--- config.mk ---
export PLATFORM = sky130hd
export DESIGN_NAME = fetch_prefetch
export DESIGN_NICKNAME = d
export VERILOG_FILES = /design/src/rtl/fetch_prefetch.sv
export SDC_FILE = /design/constraint.sdc
export NUM_CORES = 1
export LEC_CHECK = 0
export BUFFER_PORTS_ARGS = -buffer_cell sky130_fd_sc_hd__buf_4
export CORE_UTILIZATION = 32
export CTS_CLUSTER_DIAMETER = 50
export DETAILED_ROUTE_END_ITERATION = 10
export SLEW_MARGIN = 40
export SYNTH_ARGS = -nofsm -noshare
export SYNTH_HDL_FRONTEND = slang
export SYNTH_SLANG_ARGS = --single-unit
--- constraint.sdc ---
create_clock -name clk -period 3.3 [get_ports clk]
set_input_delay 0.66 -clock clk [delete_from_list [all_inputs] [get_ports clk]]
set_output_delay 0.66 -clock clk [all_outputs]
set_load 0.02 [all_outputs]
--- src/rtl/fetch_prefetch.sv ---
// Instruction-fetch front end: owns the PC, keeps up to MAX_OUT reads in
// flight to instruction memory, and buffers returned words (with their PC+4)
// in a DEPTH-entry FIFO that feeds the IF/ID register one entry per cycle.
// A jump flushes the FIFO and marks every in-flight read as "to be discarded".
module fetch_prefetch #(
    parameter int unsigned DEPTH    = 4,
    parameter int unsigned MAX_OUT  = 2,
    parameter logic [31:0] RESET_PC = 32'h0000_0000
) (
    input  logic                    clk,
    input  logic                    rst_n,
    output logic                    imem_req,
    output logic [31:0]             imem_addr,
    input  logic                    imem_rvalid,
    input  logic [31:0]             imem_rdata,
    input  logic                    jump_flag,
    input  logic [31:0]             jump_address,
    input  logic                    stall,
    output logic                    inst_valid,
    output logic [31:0]             Instrucction,
    output logic [31:0]             PC_4,
    output logic [$clog2(DEPTH):0]  fifo_count
);
    localparam int unsigned AW = $clog2(DEPTH);
    localparam int unsigned CW = AW + 1;

    // Fetch state
    logic [31:0]   r_pc;
    logic [1:0]    r_out_cnt;
    logic [1:0]    r_discard_cnt;

    // PC+4 tags of in-flight reads, in request order (4 slots cover MAX_OUT <= 3)
    logic [31:0]   r_tag [4];
    logic [1:0]    r_tag_wr;
    logic [1:0]    r_tag_rd;

    // Instruction FIFO
    logic [31:0]   r_fifo_instr [DEPTH];
    logic [31:0]   r_fifo_pc4   [DEPTH];
    logic [AW-1:0] r_wr_ptr;
    logic [AW-1:0] r_rd_ptr;
    logic [CW-1:0] r_count;

    // Last presented head, shown while the FIFO is empty
    logic [31:0]   r_last_instr;
    logic [31:0]   r_last_pc4;

    logic          w_resp;
    logic          w_keep;
    logic          w_drop;
    logic          w_pop;
    logic [7:0]    w_occ;
    logic [31:0]   w_pc_plus4;
    logic          w_unused_jump_lsb;

    // Low address bits of the jump target are forced to zero.
    assign w_unused_jump_lsb = &{1'b0, jump_address[1:0]};

    // Request/response/consume qualifiers; a response with nothing outstanding is ignored.
    always_comb begin
        w_occ      = 8'(r_count) + 8'(r_out_cnt);
        w_pc_plus4 = r_pc + 32'd4;
        w_resp     = imem_rvalid && (r_out_cnt != 2'd0);
        w_keep     = w_resp && (r_discard_cnt == 2'd0) && !jump_flag;
        w_drop     = w_resp && (r_discard_cnt != 2'd0);
        w_pop      = (r_count != CW'(0)) && !stall && !jump_flag;
        imem_addr  = r_pc;
        if (rst_n && !jump_flag && (r_out_cnt < 2'(MAX_OUT)) && (w_occ < 8'(DEPTH))) begin
            imem_req = 1'b1;
        end else begin
            imem_req = 1'b0;
        end
    end

    // PC, outstanding-read and discard bookkeeping.
    always_ff @(posedge clk or negedge rst_n) begin
        if (!rst_n) begin
            r_pc          <= RESET_PC;
            r_out_cnt     <= 2'd0;
            r_discard_cnt <= 2'd0;
            r_tag_wr      <= 2'd0;
            r_tag_rd      <= 2'd0;
        end else begin
            if (jump_flag) begin
                r_pc <= {jump_address[31:2], 2'b00};
            end else if (imem_req) begin
                r_pc <= w_pc_plus4;
            end
            case ({imem_req, w_resp})
                2'b10:   r_out_cnt <= r_out_cnt + 2'd1;
                2'b01:   r_out_cnt <= r_out_cnt - 2'd1;
                default: r_out_cnt <= r_out_cnt;
            endcase
            // Every read still in flight after a jump is stale.
            if (jump_flag) begin
                r_discard_cnt <= r_out_cnt - (w_resp ? 2'd1 : 2'd0);
            end else if (w_drop) begin
                r_discard_cnt <= r_discard_cnt - 2'd1;
            end
            if (imem_req) begin
                r_tag_wr <= r_tag_wr + 2'd1;
            end
            if (w_resp) begin
                r_tag_rd <= r_tag_rd + 2'd1;
            end
        end
    end

    // Tag storage: PC+4 of each issued read.
    always_ff @(posedge clk) begin
        if (imem_req) begin
            r_tag[r_tag_wr] <= w_pc_plus4;
        end
    end

    // FIFO pointers and occupancy; a jump empties the FIFO.
    always_ff @(posedge clk or negedge rst_n) begin
        if (!rst_n) begin
            r_wr_ptr <= '0;
            r_rd_ptr <= '0;
            r_count  <= '0;
        end else if (jump_flag) begin
            r_wr_ptr <= '0;
            r_rd_ptr <= '0;
            r_count  <= '0;
        end else begin
            if (w_keep) begin
                r_wr_ptr <= r_wr_ptr + AW'(1);
            end
            if (w_pop) begin
                r_rd_ptr <= r_rd_ptr + AW'(1);
            end
            case ({w_keep, w_pop})
                2'b10:   r_count <= r_count + CW'(1);
                2'b01:   r_count <= r_count - CW'(1);
                default: r_count <= r_count;
            endcase
        end
    end

    // FIFO data storage.
    always_ff @(posedge clk) begin
        if (w_keep) begin
            r_fifo_instr[r_wr_ptr] <= imem_rdata;
            r_fifo_pc4[r_wr_ptr]   <= r_tag[r_tag_rd];
        end
    end

    // Remember the head so outputs hold their value once the FIFO drains.
    always_ff @(posedge clk or negedge rst_n) begin
        if (!rst_n) begin
            r_last_instr <= 32'd0;
            r_last_pc4   <= 32'd0;
        end else if (r_count != CW'(0)) begin
            r_last_instr <= r_fifo_instr[r_rd_ptr];
            r_last_pc4   <= r_fifo_pc4[r_rd_ptr];
        end
    end

    // Head-of-FIFO presentation to IF/ID.
    always_comb begin
        fifo_count = r_count;
        if (r_count != CW'(0)) begin
            inst_valid   = 1'b1;
            Instrucction = r_fifo_instr[r_rd_ptr];
            PC_4         = r_fifo_pc4[r_rd_ptr];
        end else begin
            inst_valid   = 1'b0;
            Instrucction = r_last_instr;
            PC_4         = r_last_pc4;
        end
    end

endmodule
# After elaboration in Yosys (flattened, before gate mapping)
# Memory sizes are Yosys's and may differ from the RTL's.
# Index checks and enable logic that the tools add are counted.
# word_totals
register_bits	111
latch_bits	0
ram_bits	384
rom_bits	0
input_bits	69
output_inout_bits	101
wordCells	72
n_memories	3
# memory_table
memory	depth	word_bits	rd	rd_ports_with_merged_regs	write_ports	line_no	source
r_fifo_instr	4	32	1	0	1	38	logic [31:0] r_fifo_instr [DEPTH];
r_fifo_pc4	4	32	1	0	1	39	logic [31:0] r_fifo_pc4 [DEPTH];
r_tag	4	32	1	0	1	33	logic [31:0] r_tag [4];
# classes
addsub	12
n_mul	0
div	0
n_lt_le_gt_ge	2
n_eq_ne	4
shifts	0
n_mux	20
bitwise	0
n_reduce_logical	21
# ops
operator	count
two-way mux 32 bit	4
adder 32 x 3 -> 32 bit, second input constant	1
nonzero test 2 bit	7
two-way mux 2 bit	6
adder 2 x 1 -> 2 bit, second input constant	5
logical AND 1 bit	9
two-way mux 1 bit	7
case mux 3 bit (2 select lines)	1
nonzero test 3 bit	2
adder 3 x 2 -> 4 bit	1
equality test 2 x 1 -> 1 bit, second input constant	2
equality test 2 bit, second input constant	2
less-than comparator 4 x 3 -> 1 bit, second input constant	1
case mux 2 bit (2 select lines)	1
subtractor 2 x 1 -> 2 bit, second input constant	2
adder 3 x 1 -> 3 bit, second input constant	1
two-way mux 3 bit	1
subtractor 3 x 1 -> 3 bit, second input constant	1
logical NOT 1 bit	2
logical NOT 2 bit	1
less-than comparator 2 bit, second input constant	1
subtractor 2 x 1 -> 2 bit	1

# Longest topological paths before layout
# depth
ltp_word	7
mapped_depth	10
ltp_nobuf	9

# Least setup slack after synthesis
# No wires, ideal clock.
# synth_timing
path_kind	register to register
from	register r_count[1], in the netlist fifo_count[1]
to	memory r_tag[2][10] (enable)
setup_time_ns	0.390
t_arrival_ns	2.812
t_required_ns	2.910
setup_slack_ns	0.098
path_stages_with_launch	7
n_path_buf	1
path_cell_list	dfrtp_1 -> ha_1 -> nor4b_4 -> nand2_1 -> clkbuf_1 -> nor2_1 -> and2_1
# synth_via
elab_chain_cells	6
# synth_lines
element	line_no	source
from (decl)	42	logic [CW-1:0] r_count;
from (signal assigned)	134	2'b10: r_count <= r_count + CW'(1);
from (signal assigned)	135	2'b01: r_count <= r_count - CW'(1);
from (signal assigned)	136	default: r_count <= r_count;
adder 3 x 2 -> 4 bit	61	w_occ = 8'(r_count) + 8'(r_out_cnt);
less-than comparator 4 x 3 -> 1 bit	68	if (rst_n && !jump_flag && (r_out_cnt < 2'(MAX_OUT)) && (w_occ < 8'(DEPTH))) begin
logical AND 1 bit	68	
two-way mux 1 bit	68	
via imem_req	12	output logic imem_req,
two-way mux 1 bit	111	if (imem_req) begin
two-way mux 1 bit (not written as such)	112	r_tag[r_tag_wr] <= w_pc_plus4;
to (decl)	33	
# The timed path passes the listed nets, and every way through them passes these cells.

# Worst setup path after layout
# layout_timing
from	register r_rd_ptr[0]
to	output Instrucction[13]
# layout_via
elab_chain_cells	2
# layout_lines
element	line_no	source
from (decl)	41	logic [AW-1:0] r_rd_ptr;
from (signal assigned)	131	r_rd_ptr <= r_rd_ptr + AW'(1);
memory read (4 x 32 bit)	-	
two-way mux 32 bit	-	
to (decl)	20	output logic [31:0] Instrucction,
# No other way between the ends.

==> qor.txt <==
Synth cell types -> 44
Predominant post-synthesis flop cell -> edfxtp_1
Die W -> 243.9 um
Post-Route WL -> 40,160 um
Critical path arrival -> 2440 ps
Root Driver -> clkbuf_16
Initial Utilization -> 32.40%
Fill count -> 5,309
Area Growth Syn to Fin -> 22.28%
CTS clk-pin slew, worst paths -> 60 ps
Setup TNS Final -> 0 ps
Post-synth ARST share -> 22.85%
Total Die Area -> 59,500 sq um
Final worst slack -> 195.2 ps
Antenna violations before repair -> 0
Tot GR Track Use -> 13.69%
Pwr dens -> 904.3 nW/um^2
Crit Path Class -> flop to output port
Post-Synthesis Cells -> 1,111
Slew Limit Fails -> 0
1st-iter DRT viols -> 551
Main combinational cell family by area after synthesis -> multiplexers
Clock latency on the worst-skew pair -> 610 ps
Final critical-path required period -> 3105 ps
Max FO, Critical Path -> 26
Final setup fails -> 0
Slowest stage delay, CP -> 650 ps
CTS Buffer Depth -> 3
DRT Pass-1 Iters -> 5
Height of the die -> 243.9 um
Placeable Area -> 57,810 sq um
Setup WS pre-CTS -> 568.0 ps
Post-Syn Area per Cell -> 16.86 sq um
Tot Pwr -> 20,710 uW
Fin Hold WS -> 232.6 ps
Synth Area in XOR/XNOR -> 2.104%
Worst EP required -> 2640 ps
Peak Freq -> 0.3221 GHz
Slew @ Worst Pin -> 738.5 ps
Layout net count -> 1,385
Adder-Cell Fraction of Synth Area -> 0.9754%
Yosys warns -> 0
R2R setup slack -> 670 ps
DP HPWL -> 24,660 um
GPL Wtd Cong -> 0.7677
Sequential area share after synthesis -> 73.57%
Post-synth top area cell -> edfxtp_1
H-tree Lvls -> 2
Fin. Hold Viols -> 0
Mapped cell area -> 18,730 sq um
CTS tree -> done
Final cycle utilization of the critical path -> 94.09%
CP Cell Sequence -> buf_12, mux4_2, nand2_1, nand2_1, buf_4
N_diodes -> 0
Port Buffers -> 165
Status -> finished clean
DR WL/cell -> 18.98 um
Drt drc -> 0
Routed via count -> 10,050
Setup Skew -> 20.50 ps
Pin count of the biggest net entering global routing -> 110
Total of max-cap violations -> 0
HP Class -> primary input to asynchronous set/reset pin
Synth Area in Simple Gates -> 8.144%
Clock sink total -> 477
Total CTS buffers -> 58
Worst setup SP type -> flop
GR Overflow Total -> 0
Post-synth EDFFs -> 368
Synth Area in Compound Gates -> 2.111%
Maximum vdd drop -> 515.7 uV
Post-route ant nets -> 0
Vias per std cell -> 4.748
Area contributors post-synth -> edfxtp_1 59%, dfrtp_1 15%, mux4_2 11%
# rows -> 88
Cell mode on critical path -> nand2_1
Max-slew headroom -> 50.77%
Leakage power -> 0.008267 uW
Final Util -> 39.62%
FF+latch count, synth -> 477
Cts hold-fix bufs -> 0
Num ports -> 170
Slowest cell on crit path -> dfrtp_4
Share of layout cells above drive strength 1 -> 29.31%
RSZ-0062 raised after global routing -> no
First-pass GRT wire length -> 61,980 um
Post-synth top area share -> 59.01%
Number of global-route vias before repair -> 10,530
CP Capture Type -> output port
Multiplexer share of the synthesized area -> 11.40%
==> synth_stat cells, types with 3 or more instances <==
master / n
nor3_1: 12
ha_1: 13
edfxtp_1: 368
mux2_2: 3
or4_1: 18
and4_1: 4
o31ai_1: 16
nand2_1: 211
or3_1: 5
a21oi_1: 4
dfrtp_1: 109
clkbuf_1: 40
nand4_1: 10
nor4_1: 3
and2_1: 7
nor2_1: 34
buf_1: 10
a31oi_1: 20
xor2_1: 25
mux2i_1: 3
o21ai_0: 16
and3_1: 7
inv_1: 16
xnor2_1: 20
buf_2: 7
nand3_1: 17
mux4_2: 92
==> cells in the final DEF (no fill, tap or decap), drive strengths merged, types with 3 or more instances in the layout <==
cell,count
and2,7
buf,190
edfxtp,368
dfrtp,109
o21ai,16
or4,19
or3,5
nor3,12
o31ai,16
and3,7
clkinv,30
mux2i,3
xnor2,20
a31oi,20
ha,13
nor2,34
nand2,211
bufinv,3
nand3,17
nor4,3
mux4,92
mux2,3
clkinvlp,4
clkbuf,65
and4,4
inv,24
nand4,11
xor2,25
a21oi,4
==> path summary, 6_finish.rpt <==
check                               start            endpoint  cells after the start
setup / recovery              r_rd_ptr[0]    Instrucction[13]                      5
hold / removal                      rst_n    r_last_instr[25]                      2
setup reg to reg             r_out_cnt[1]       imem_addr[23]                      6
hold reg to reg            r_last_pc4[26]      r_last_pc4[26]                      2
max in group asynchronous           rst_n         r_rd_ptr[0]                      2
min in group clk            imem_rdata[0]  r_fifo_instr[2][0]                      1
==> per-stage QoR <==
step	cell area [sq um]	std cells
final	22900	2116
after global routing	22900	2116
after CTS	22890	2116
after detailed placement	20990	2006
after global placement	20990	2006
after floorplan	18730	1112
==> area by class of cell <==
class	count	area [sq um]	share of cell area, %
sequential	477	13780	60.19
tap	765	957.2	4.180
timing repair buffer	190	1550	6.769
inverter	17	66.31	0.2896
multi-input combinational	558	4671	20.40
clock buffer	65	1478	6.453
clock inverter	44	394.1	1.721
==> what timing repair did <==
action                     in CTS  in global routing
gates resized for setup         0                  2
buffers inserted                1                  0
setup endpoints to repair      23                 25
==> kinds of logic after synthesis <==
group	Yosys count
other	1
multiplexers	98
XOR/XNOR	45
adder cells (fa/ha/maj)	14
flip-flops	477
AND/OR/NAND/NOR	337
buffers and inverters	77
AO/OA/AOI/OAI	62
==> where the power goes <==
part / total (uW) / internal, uW / leakage [uW] / switching [uW]
Combinational: 6660 / 2640 / 0.00272 / 4020
Clock: 6080 / 3520 / 0.000916 / 2560
Sequential: 7970 / 7560 / 0.00463 / 407
Total: 20700 / 13700 / 0.00827 / 6990
==> worst max-delay path: cells and delay by family (launching register included) <==
family | cells | cell delay [ps]
flip-flops | 1 | 650
multiplexers | 1 | 530
buffers and inverters | 2 | 440
AND/OR/NAND/NOR | 2 | 180
==> sequential cells by signal, indices dropped and copies added, names as in the netlist <==
| name | cells |
|---|---|
| r_fifo_instr | 128 |
| r_rd_ptr | 2 |
| r_fifo_pc4 | 120 |
| r_tag_rd | 2 |
| r_tag_wr | 2 |
| r_out_cnt | 2 |
| fifo_count | 3 |
| r_discard_cnt | 2 |
| r_last_instr | 32 |
| r_wr_ptr | 2 |
| r_last_pc4 | 32 |
| r_tag | 120 |
| imem_addr | 30 |
==> per-layer routing <==
metal / global-route usage, % / vias to the layer above / part of all wire [%]
li1: - / 4622 / -
met1: 17.99 / 5122 / 45
met2: 22.79 / 244 / 48
met3: 2.974 / 58 / 5.0
met4: 3.824 / 0 / 2.1
met5: 0 / - / 0
Power figures use the tool's default switching activity.
